===== src/rtl/ysyx_23060201_lsu_pkg.sv =====
// Shared types for the ysyx_23060201 load/store unit.
// Size encodings, FSM states and the alignment check.
package ysyx_23060201_lsu_pkg;

   localparam logic [1:0] SZ_B = 2'b00;
   localparam logic [1:0] SZ_H = 2'b01;
   localparam logic [1:0] SZ_W = 2'b10;
   localparam logic [1:0] SZ_D = 2'b11;

   typedef enum logic [1:0] {
      S_IDLE,
      S_REQ,
      S_WAIT,
      S_RESP
   } lsu_state_t;

   function automatic logic misaligned(
      input logic [2:0] lo,
      input logic [1:0] size
   );
      logic bad;
      bad = 1'b0;
      unique case (1'b1)
         (size == SZ_B): bad = 1'b0;
         (size == SZ_H): bad = lo[0];
         (size == SZ_W): bad = |lo[1:0];
         default:        bad = |lo;
      endcase
      return bad;
   endfunction

endpackage


===== src/rtl/ysyx_23060201_lsu_align.sv =====
// Lane alignment for the LSU: store strobes/shift and
// load extraction with sign or zero extension.
module ysyx_23060201_lsu_align
   import ysyx_23060201_lsu_pkg::*;
#(
   parameter int DATA_WIDTH = 32
) (
   input  logic [$clog2(DATA_WIDTH/8)-1:0] off,
   input  logic [1:0]                      size,
   input  logic                            wen,
   input  logic                            uns,
   input  logic [DATA_WIDTH-1:0]           wdata,
   input  logic [DATA_WIDTH-1:0]           rdata_raw,
   output logic [DATA_WIDTH/8-1:0]         wstrb,
   output logic [DATA_WIDTH-1:0]           wdata_sh,
   output logic [DATA_WIDTH-1:0]           rdata_ext
);

   localparam int OW = $clog2(DATA_WIDTH/8);

   logic [OW+2:0]         bsh;
   logic [15:0]           mask;
   logic [15:0]           wide;
   logic [6:0]            pad;
   logic [DATA_WIDTH-1:0] sh;
   logic [DATA_WIDTH-1:0] top;

   assign bsh      = {off, 3'b000};
   assign wdata_sh = wdata << bsh;

   always_comb begin
      mask  = (16'd1 << (5'd1 << size)) - 16'd1;
      wide  = mask << off;
      wstrb = wen ? wide[DATA_WIDTH/8-1:0] : '0;
   end

   // Left-justify the field, then shift back to extend it.
   always_comb begin
      pad = '0;
      unique case (1'b1)
         (size == SZ_B): pad = 7'(DATA_WIDTH - 8);
         (size == SZ_H): pad = 7'(DATA_WIDTH - 16);
         (size == SZ_W): pad = 7'(DATA_WIDTH - 32);
         default:        pad = '0;
      endcase
      sh  = rdata_raw >> bsh;
      top = sh << pad;
      if (uns) rdata_ext = top >> pad;
      else     rdata_ext = DATA_WIDTH'($signed(top) >>> pad);
   end

endmodule


===== src/rtl/ysyx_23060201_lsu.sv =====
// ysyx_23060201 load/store unit: EXU handshake to req/gnt/rvalid bus.
// Optional watchdog enabled by YSYX_23060201_LSU_TIMEOUT_EN.
module ysyx_23060201_lsu
   import ysyx_23060201_lsu_pkg::*;
#(
   parameter int ADDR_WIDTH = 32,
   parameter int DATA_WIDTH = 32,
   parameter int TIMEOUT    = 255
) (
   input  logic                    clk,
   input  logic                    rst_n,
   input  logic                    req_valid,
   output logic                    req_ready,
   input  logic                    req_wen,
   input  logic [ADDR_WIDTH-1:0]   req_addr,
   input  logic [1:0]              req_size,
   input  logic                    req_unsigned,
   input  logic [DATA_WIDTH-1:0]   req_wdata,
   output logic                    rsp_valid,
   input  logic                    rsp_ready,
   output logic [DATA_WIDTH-1:0]   rsp_rdata,
   output logic                    rsp_err,
   output logic                    mem_req,
   input  logic                    mem_gnt,
   output logic                    mem_we,
   output logic [ADDR_WIDTH-1:0]   mem_addr,
   output logic [DATA_WIDTH/8-1:0] mem_wstrb,
   output logic [DATA_WIDTH-1:0]   mem_wdata,
   input  logic                    mem_rvalid,
   input  logic [DATA_WIDTH-1:0]   mem_rdata
);

   localparam int NB = DATA_WIDTH / 8;
   localparam int OW = $clog2(NB);

   lsu_state_t            state;
   logic                  wen_q;
   logic [ADDR_WIDTH-1:0] addr_q;
   logic [1:0]            size_q;
   logic                  uns_q;
   logic [DATA_WIDTH-1:0] wdata_q;
   logic [DATA_WIDTH-1:0] rdata_q;
   logic                  err_q;
   logic                  illegal;
   logic                  expire;
   logic [NB-1:0]         wstrb;
   logic [DATA_WIDTH-1:0] wdata_sh;
   logic [DATA_WIDTH-1:0] rdata_ext;

   assign illegal = misaligned(req_addr[2:0], req_size)
                  | ((DATA_WIDTH == 32) & (req_size == SZ_D));

   ysyx_23060201_lsu_align #(
      .DATA_WIDTH(DATA_WIDTH)
   ) u_align (
      .off      (addr_q[OW-1:0]),
      .size     (size_q),
      .wen      (wen_q),
      .uns      (uns_q),
      .wdata    (wdata_q),
      .rdata_raw(mem_rdata),
      .wstrb    (wstrb),
      .wdata_sh (wdata_sh),
      .rdata_ext(rdata_ext)
   );

`ifdef YSYX_23060201_LSU_TIMEOUT_EN
   localparam int CW = $clog2(TIMEOUT + 1);
   localparam int TW = (CW < 8) ? 8 : CW;
   logic [TW-1:0] cnt;

   assign expire = (cnt >= TW'(TIMEOUT - 1));

   // Saturates so a grant on the expiring edge still times out in WAIT.
   always_ff @(posedge clk or negedge rst_n) begin
      if (!rst_n)                 cnt <= '0;
      else if (state == S_IDLE)   cnt <= '0;
      else if (state != S_RESP && cnt != TW'(TIMEOUT))
                                  cnt <= cnt + 1'b1;
   end
`else
   assign expire = 1'b0;
`endif

   always_ff @(posedge clk or negedge rst_n) begin
      if (!rst_n) begin
         state   <= S_IDLE;
         wen_q   <= 1'b0;
         addr_q  <= '0;
         size_q  <= '0;
         uns_q   <= 1'b0;
         wdata_q <= '0;
         rdata_q <= '0;
         err_q   <= 1'b0;
      end else begin
         unique case (state)
            S_IDLE: if (req_valid) begin
               wen_q   <= req_wen;
               addr_q  <= req_addr;
               size_q  <= req_size;
               uns_q   <= req_unsigned;
               wdata_q <= req_wdata;
               rdata_q <= '0;
               err_q   <= illegal;
               state   <= illegal ? S_RESP : S_REQ;
            end
            S_REQ: if (mem_gnt) begin
               state <= S_WAIT;
            end else if (expire) begin
               err_q <= 1'b1;
               state <= S_RESP;
            end
            S_WAIT: if (mem_rvalid) begin
               rdata_q <= wen_q ? '0 : rdata_ext;
               err_q   <= 1'b0;
               state   <= S_RESP;
            end else if (expire) begin
               rdata_q <= '0;
               err_q   <= 1'b1;
               state   <= S_RESP;
            end
            S_RESP: if (rsp_ready) begin
               state <= S_IDLE;
            end
            default: state <= S_IDLE;
         endcase
      end
   end

   assign req_ready = rst_n & (state == S_IDLE);
   assign mem_req   = (state == S_REQ);
   assign mem_we    = mem_req & wen_q;
   assign mem_addr  = mem_req ? {addr_q[ADDR_WIDTH-1:OW], {OW{1'b0}}} : '0;
   assign mem_wstrb = mem_req ? wstrb : '0;
   assign mem_wdata = mem_req ? wdata_sh : '0;
   assign rsp_valid = (state == S_RESP);
   assign rsp_rdata = rsp_valid ? rdata_q : '0;
   assign rsp_err   = rsp_valid & err_q;

endmodule


===== config.mk =====
export PLATFORM = sky130hd
export DESIGN_NAME = ysyx_23060201_lsu
export DESIGN_NICKNAME = d
export VERILOG_FILES = /design/src/rtl/ysyx_23060201_lsu_pkg.sv /design/src/rtl/ysyx_23060201_lsu_align.sv /design/src/rtl/ysyx_23060201_lsu.sv
export SDC_FILE = /design/constraint.sdc
export NUM_CORES = 1
export LEC_CHECK = 0
export CAP_MARGIN = 20
export CORE_MARGIN = 2
export CORE_UTILIZATION = 51
export DETAILED_ROUTE_END_ITERATION = 6
export PLACE_DENSITY = 0.92
export SLEW_MARGIN = 10
export SYNTH_ARGS = -nofsm -noshare
export SYNTH_HDL_FRONTEND = slang
export SYNTH_SLANG_ARGS = --single-unit

===== constraint.sdc =====
create_clock -name clk -period 4.45 [get_ports clk]
set_clock_uncertainty 0.1 [all_clocks]
set_input_delay 1.1125 -clock clk [delete_from_list [all_inputs] [get_ports clk]]
set_output_delay 1.1125 -clock clk [all_outputs]
set_load 0.005 [all_outputs]

==> flow_summary.toml, run 1 <==
[worst_setup_path]
start_kind = "flip-flop"
r2r_slack_ns = 1.07
cp_max_fo = 25
required_ns = 3.24
endpoint_kind = "output pin"
critPathKind = "reg -> out"
critPathArrivalTime_ns = 2.64

[logic_synthesis]
ys.flop_type = "dfrtp_1"
synth-edff-count = 0
avgSynthCellArea_um2 = 10.17
synth_cells = 636
synth_cell_types = 54
ys_ff_latch = 103
synth_area_mm2 = 0.006465
ys_warn_count = 0
yosys.area.top_type = "dfrtp_1"
synth_area_leaders = "dfrtp_1 (40%), mux2_2 (13%), and2_1 (7.7%)"
yosysSeqAreaShare = 0.3987
async_flop_share = 1.000
synth_top_area_share = 0.3987

[floorplanning]
core_mm2 = 0.01252
die_x_um = 116.6
die_y_um = 116.6
rows = 41
die-area_mm2 = 0.01359
initial_core_util = 0.5165
ios = 211

[sta]
fin_crit_sh = 0.8657
tightest_slew_ns = 1.049
final-setup-viol-count = 0
finalHoldViolCount = 0
max_slew_margin = 0.2994
fin_tns_setup_ns = 0
rsz0062_at_grt = "false"
post-route-min-period_ns = 3.852
max_freq_mhz = 259.6
slew_violations = 0
hold_ws_ns = 0.3827

[routing]
wirelength_um = 19680
drt_iter0_drc = 445
wl_per_cell_um = 19.78
drcViolationCount = 3
vias = 5758
viasPerCell = 5.787
ant_nets = 0
firstDrtPassIters = 7

[finish]
final_cell_mix = "clkdlybuf4s50_1 (207), dfrtp_1 (101), and2_1 (80)"
diodes = 0
syn_to_final_growth_pct = 38.48
final_common_cell = "clkdlybuf4s50_1"
design_area_mm2 = 0.008952
drive_above_1_share = 0.1531
layout.nets = 932

[clocking]
holdBufCountCts = 0
clk_pin_slew_ns = 0.07
cts-htree-levels = 3
numCtsBuffers = 9
clk_latency_ns = 0.36
clockRootBuffer = "clkbuf_16"
cts_resized = 0
clock_path_buffers = 2
cts_tree = "done"
postCtsSetupBuffers = 0
cts.sinks = 103

[grt]
grt_pass1_vias = 5844
grt_util_met1 = 0.3857
busiest_layer = "met2"
overflow = 0
grt_pass1_wl_um = 30880
grt_max_degree = 79
antenna_found_initial = 0
grt_use_total = 0.2951
use_met3 = 0.06746
grt.met2_usage = 0.4705

[min_path]
hold_class = "reg -> reg"

[pwr]
fin_total_pwr_w = 0.005893
powerDensity_mw_per_mm2 = 658.3
ir_worst_vdd_v = 0.0003754
power_leakage_nw = 3.846

[status]
violations = "DRC"
status = "finished with violations"

[placement]
numPortBuffers = 208
routabilityCongestion = 0.9510
place_area_mm2 = 0.008627
dp_hpwl_um = 13990

[run]
drv_cap = 0
-- through the flow --
stage / utilization / std cells / setup slack (ns)
5_1_grt: 0.7152 / 995 / 0.4738
6_report: 0.7152 / 995 / 0.5977
4_1_cts: 0.7130 / 994 / 0.5863
3_5_place_dp: 0.6892 / 978 / 1.005
2_1_floorplan: - / 637 / 1.411
3_3_place_gp: 0.6892 / 978 / 1.045
-- registers in the layout, indices dropped and copies added, names as in the netlist --
register  flops
state         2
rdata_q      32
wdata_q      32
size_q        2
err_q         1
addr_q       32
uns_q         1
wen_q         1
-- routing by layer --
metal,routed length [µm],share of wire
met4,587,0.030
met3,1841,0.094
met5,0,0
met2,9397,0.48
met1,7857,0.40
-- where the power goes --
| part | switching (W) | internal, W |
|---|---|---|
| sequential | 0.000416 | 0.00138 |
| combinational | 0.00162 | 0.00166 |
| clock | 0.000375 | 0.000441 |
-- path summary, 6_finish.rpt --
| kind | start | cells after the start | end |
|---|---|---|---|
| worst max-delay path | size_q[1]$_DFFE_PN0P_ | 5 | mem_wstrb[3] |
| worst min-delay path | rdata_q[0]$_DFFE_PN0P_ | 2 | rdata_q[0]$_DFFE_PN0P_ |
| worst max register to register | size_q[1]$_DFFE_PN0P_ | 7 | rdata_q[13]$_DFFE_PN0P_ |
| worst min register to register | rdata_q[0]$_DFFE_PN0P_ | 2 | rdata_q[0]$_DFFE_PN0P_ |
| max in group asynchronous | rst_n | 3 | rdata_q[17]$_DFFE_PN0P_ |
| min in group asynchronous | rst_n | 1 | addr_q[24]$_DFFE_PN0P_ |
-- Yosys cell counts (2+ instances only) --
cell      instances
nand2_1          74
o21ai_0          33
buf_2            15
buf_4             4
nor2_1           23
a211o_1           8
nor2b_1           6
o22ai_1           8
a211oi_1          2
a221o_1          17
inv_1            10
buf_6             2
dfrtp_1         103
nor3_1            3
and3_1            8
nand2b_1          3
a32oi_1           7
mux2i_1          50
a21o_1            7
mux4_2            7
clkbuf_1         20
ha_1              8
a221oi_1          2
nor3b_1           3
and2_1           80
a22oi_1           6
a21oi_1          18
mux2_2           76
buf_1             8
-- cells by family after synthesis --
group                    after synthesis  share of synthesized area
AO/OA/AOI/OAI                        123                     0.1399
adder cells (fa/ha/maj)                8                    0.01548
buffers and inverters                 61                    0.04296
flip-flops                           103                     0.3987
multiplexers                         133                     0.2342
other                                  1                  0.0005801
AND/OR/NAND/NOR                      207                     0.1682
-- layout make-up --
type / instances / area, µm²
multi-input combinational: 473 / 3620
tap: 172 / 215.2
inverter: 12 / 45.04
clock inverter: 6 / 68.82
timing repair buffer: 219 / 2195
clock buffer: 10 / 229.0
sequential: 103 / 2580
fill: 896 / 3565
-- worst max-delay path, cell delays in order (launching register included) --
cell and delay (ns):
dfrtp_1 0.52, nor2_8 0.42, ha_1 0.30, nor2b_1 0.15, a211oi_1 0.27, clkdlybuf4s50_1 0.62
Note: power is estimated with default switching activity, not from simulation.
==> run 2, diff against run 1 <==
ABC_AREA = 1   (was unset)
CTS_CLUSTER_DIAMETER = 150   (was unset)
==> flow_summary.toml, run 2 <==
[placement]
dp_hpwl_um = 13820
place_inst = 1256
routabilityCongestion = 0.9210
numPortBuffers = 208
place_area_mm2 = 0.008737
pre_cts_slack_ns = 0.9768

[worst_setup_path]
start_kind = "flip-flop"
critPathKind = "reg -> out"
critical_path.slowest_cell = "nand2_1"
cp_max_fo = 32
max_stage_delay_ns = 0.57
worstRegToRegCells = 13
r2r_start = "size_q[1]$_DFFE_PN0P_"
r2r_slack_ns = 1.53
endpoint_kind = "output pin"
timing.rr.end = "rdata_q[23]$_DFFE_PN0P_"
required_ns = 3.24
crit_chain = "inv_1, ha_1, nand2_1, o22ai_1, clkdlybuf4s50_1"
critPathArrivalTime_ns = 2.64

[min_path]
hp-start = "rdata_q[20]$_DFFE_PN0P_"
min_path_cells = 2
hold_class = "reg -> reg"
min_to = "rdata_q[20]$_DFFE_PN0P_"

[finish]
diodes = 0
syn_to_final_growth_pct = 35.38
final_cell_mix = "nand2_1 (316), clkdlybuf4s50_1 (207), inv_1 (109)"
final_common_cell = "nand2_1"
design_area_mm2 = 0.009040
instances_no_fill = 1272
layout.nets = 1210
reg_top3 = "addr_q x32, rdata_q x32, wdata_q x32"
drive_above_1_share = 0.09364

[pwr]
power_switching_w = 0.002762
clkPwrFrac = 0.125
seqPwrFrac = 0.273
powerDensity_mw_per_mm2 = 662.7
power_leakage_nw = 4.587
fin_total_pwr_w = 0.005991
p_int_w = 0.003229
swShare = 0.4610
comb_power_share = 0.602
ir_worst_vdd_v = 0.0004689

[floorplanning]
die_y_um = 118.4
ios = 211
core_mm2 = 0.01272
die-area_mm2 = 0.01402
initial_core_util = 0.5249
die_x_um = 118.4
rows = 41

[logic_synthesis]
synth_cell_types = 36
synth_cells = 927
ys_warn_count = 0
synth_common_cells = "nand2_1 (317), inv_1 (109), dfrtp_1 (103), nand3_1 (65), o21ai_0 (49)"
yosysSeqAreaShare = 0.3860
synth_top_area_share = 0.3860
synth_area_leaders = "dfrtp_1 (39%), nand2_1 (18%), mux2_2 (8.1%)"
avgSynthCellArea_um2 = 7.204
synth-edff-count = 0
async_flop_share = 1.000
yosys.area.top_type = "dfrtp_1"
ys_ff_latch = 103
ys.flop_type = "dfrtp_1"
synth_most_common_cell = "nand2_1"
synth_area_mm2 = 0.006678

[sta]
max_slew_margin = 0.3211
rsz0062_at_grt = "false"
setup_ws_ns = 0.6004
final-setup-viol-count = 0
fin_tns_setup_ns = 0
finalHoldViolCount = 0
slew_violations = 0
post-route-min-period_ns = 3.850
max_freq_mhz = 259.8
fin_crit_sh = 0.8651
tightest_slew_ns = 1.018

[clocking]
clk_pin_slew_ns = 0.07
holdBufCountCts = 0
cts-htree-levels = 3
cts.sinks = 103
clockRootBuffer = "clkbuf_16"
cts_resized = 0
numCtsBuffers = 9
clk_latency_ns = 0.35
clock_path_buffers = 2
postCtsSetupBuffers = 0
cts_tree = "done"

[routing]
firstDrtPassIters = 7
wl_per_cell_um = 15.37
vias = 6806
ant_nets = 0
viasPerCell = 5.351
wirelength_um = 19550
drcViolationCount = 2
drt_iter0_drc = 473

[grt]
grt_max_degree = 89
grt_pass1_vias = 6712
grt_use_total = 0.2819
antenna_found_initial = 0
overflow = 0
grt_pass1_wl_um = 31940

[status]
status = "finished with violations"
violations = "DRC"

[run]
drv_cap = 0
## run 2: cell count changes after synthesis, sizes merged, moves of 20 or more
cell    delta
and2      -78
o21ai     +33
inv      +104
nand2    +246
mux2      -28
mux2i     -49
o211ai    +20
nand3     +69
## run 2: kinds of logic (layout without fill, tap and decap cells)
kind of cell,count (synthesis),in the layout,synth area share
AOI/OAI and AO/OA,149,149,0.1332
buffers and inverters,180,352,0.1150
and+or+nand+nor,437,437,0.2678
DFF,103,103,0.3860
other,1,2,0.0005616
adders and majority gates,8,8,0.01499
muxes,49,49,0.08244
## run 2: how the worst max path moves through the flow
stage	from	end	slack, ns	depth (start not counted)
2_1_floorplan	size_q[1]$_DFFE_PN0P_	mem_wstrb[3]	1.69	8
3_3_place_gp	state[1]$_DFFE_PN0P_	mem_wdata[29]	1.06	5
3_5_place_dp	state[1]$_DFFE_PN0P_	mem_wdata[25]	0.98	5
4_1_cts	state[1]$_DFFE_PN0P_	mem_wdata[25]	0.57	5
5_1_grt	state[1]$_DFFE_PN0P_	mem_wdata[29]	0.36	5
6_report	state[1]$_DFFE_PN0P_	mem_wdata[25]	0.60	5
## run 2: critical path, delay by kind of cell, from the launching register on
kind,cells,cell delay [ns]
adder cells (fa/ha/maj),1,0.23
AO/OA/AOI/OAI,1,0.40
AND/OR/NAND/NOR,1,0.57
flip-flops,1,0.40
buffers and inverters,2,0.66
## run 2: cell type report
cell class	count	area (µm²)
multi-input combinational	645	3348
inverter	118	442.9
fill	1000	3682
clock inverter	5	43.79
clock buffer	10	229.0
sequential	103	2579
timing repair buffer	219	2182
tap	172	215.2
## run 2: power groups by stage
stage	registers (W)	logic, W	clock network (W)
floorplan	0.00154	0.00252	0
global placement	0.00161	0.00346	0
detailed placement	0.00164	0.00354	0
CTS	0.00163	0.00358	0.000761
global route	0.00168	0.00400	0.000798
finish	0.00164	0.00361	0.000750
## run 2: metrics by stage
stage / hold WS [ns] / util
after CTS: 0.3848 / 0.7082
after floorplan: 0.3492 / -
final: 0.3843 / 0.7106
after detailed placement: 0.3678 / 0.6868
after global placement: 0.3646 / 0.6868
after global routing: 0.3992 / 0.7106
## run 2: routing by layer
layer  GRT usage  share of wire
met1      0.3104           0.37
met2      0.5195           0.52
met3     0.08880          0.086
met4     0.07887          0.023
met5           0              0
==> run 3, diff against run 2 <==
CORE_UTILIZATION = 50   (was 51)
PLACE_DENSITY = 0.9   (was 0.92)
==> flow_summary.toml, run 3 (same netlist as run 2, synthesis figures left out) <==
[sta]
slew_violations = 0
rsz0062_at_grt = "false"
max_freq_mhz = 242.5
fin_crit_sh = 0.9267
fin_tns_setup_ns = 0
setup_ws_ns = 0.3264
final-setup-viol-count = 0
max_slew_margin = 0.3426
post-route-min-period_ns = 4.124
finalHoldViolCount = 0
tightest_slew_ns = 0.9861

[routing]
wirelength_um = 19490
wl_per_cell_um = 15.26
firstDrtPassIters = 5
drcViolationCount = 0
vias = 6678
viasPerCell = 5.229
drt_iter0_drc = 395
ant_nets = 0

[finish]
multiInputGateArea_mm2 = 0.003346
layout.nets = 1211
fill_cells = 1059
syn_to_final_growth_pct = 36.46
diodes = 0
layout.area.seq_mm2 = 0.002579
reg_top3 = "addr_q x32, rdata_q x32, wdata_q x32"
final_cell_mix = "nand2_1 (316), clkdlybuf4s50_1 (207), inv_1 (109)"
drive_above_1_share = 0.09446
final_common_cell = "nand2_1"

[clocking]
cts_tree = "done"
postCtsSetupBuffers = 0
cts-htree-levels = 3
cts_resized = 0
holdBufCountCts = 0
clock_path_buffers = 2
cts.sinks = 103
clk_latency_ns = 0.36
numCtsBuffers = 9
clk_pin_slew_ns = 0.07
clockRootBuffer = "clkbuf_16"

[worst_setup_path]
start_kind = "flip-flop"
required_ns = 3.24
critPathArrivalTime_ns = 2.91
critPathKind = "reg -> out"
critPathLaunch = "state[1]$_DFFE_PN0P_"
cp_max_fo = 17
r2r_start = "size_q[1]$_DFFE_PN0P_"
endpoint_kind = "output pin"

[min_path]
hold_class = "reg -> reg"
hp-start = "rdata_q[10]$_DFFE_PN0P_"

[floorplanning]
core_mm2 = 0.01314
rows = 42
die-area_mm2 = 0.01430
die_x_um = 119.6
ios = 211
initial_core_util = 0.5083
die_y_um = 119.6

[placement]
numPortBuffers = 208
routabilityCongestion = 0.9798
dp_hpwl_um = 14020
pre_cts_slack_ns = 0.7203

[grt]
overflow = 0
grt_pass1_vias = 6366
grt_max_degree = 89
grt_pass1_wl_um = 30840
grt_use_total = 0.2721
antenna_found_initial = 1

[pwr]
power_leakage_nw = 4.629
ir_worst_vdd_v = 0.0004189
fin_total_pwr_w = 0.006146
powerDensity_mw_per_mm2 = 674.5

[status]
status = "complete, no violations"

[run]
drv_cap = 0
## run 3: cell count changes in the layout (fill, tap and decap cells not counted)
cell        before  now
bufinv_16        0    2
buf_8            0    1
ha_1             7    8
clkbuf_1         1    0
clkinvlp_4       2    0
ha_2             1    0
clkbuf_8         0    1
## run 3: final timing paths
path / end / slack (ns) / cells past startpoint
max in group asynchronous: addr_q[0]$_DFFE_PN0P_ / 2.73 / 3
min in group asynchronous: rdata_q[8]$_DFFE_PN0P_ / 0.54 / 1
setup / recovery: mem_wdata[17] / 0.33 / 5
hold reg to reg: rdata_q[10]$_DFFE_PN0P_ / 0.38 / 2
hold / removal: rdata_q[10]$_DFFE_PN0P_ / 0.38 / 2
setup reg to reg: rdata_q[9]$_DFFE_PN0P_ / 1.64 / 10
## run 3: cell type report
type | instances | area share
clock buffers | 10 | 0.02623
well taps | 176 | 0.02417
repair buffers | 220 | 0.2411
clock inverters | 5 | 0.009749
flip-flops and latches | 103 | 0.2830
inverters | 118 | 0.04861
multi-input cells | 645 | 0.3672
## run 3: power breakdown
group | internal (W) | switching (W)
combinational | 0.00149 | 0.00214
sequential | 0.00136 | 0.000269
clock | 0.000513 | 0.000373
total | 0.00337 | 0.00278
## run 3: through the flow
step	instances	hold WS, ns	utilization	area, µm²
floorplan	928	0.3492	-	6681
global placement	1260	0.3627	0.6654	8742
detailed placement	1260	0.3666	0.6654	8742
CTS	1275	0.3855	0.6904	9070
global route	1277	0.4010	0.6936	9112
finish	1277	0.3823	0.6936	9112
## run 3: layer usage
metal / GRT usage / vias up / part of all wire
li1: - / 3280 / -
met1: 0.3215 / 3066 / 0.39
met2: 0.4711 / 281 / 0.50
met3: 0.06797 / 49 / 0.078
met4: 0.1154 / 2 / 0.031
met5: 0 / - / 0.00067
## run 3: critical path, cell delays in order (launching register included)
cell and delay, ns:
dfrtp_1 0.40, inv_1 0.12, ha_1 0.59, nand2_1 0.55
o22ai_1 0.35, clkdlybuf4s50_1 0.54
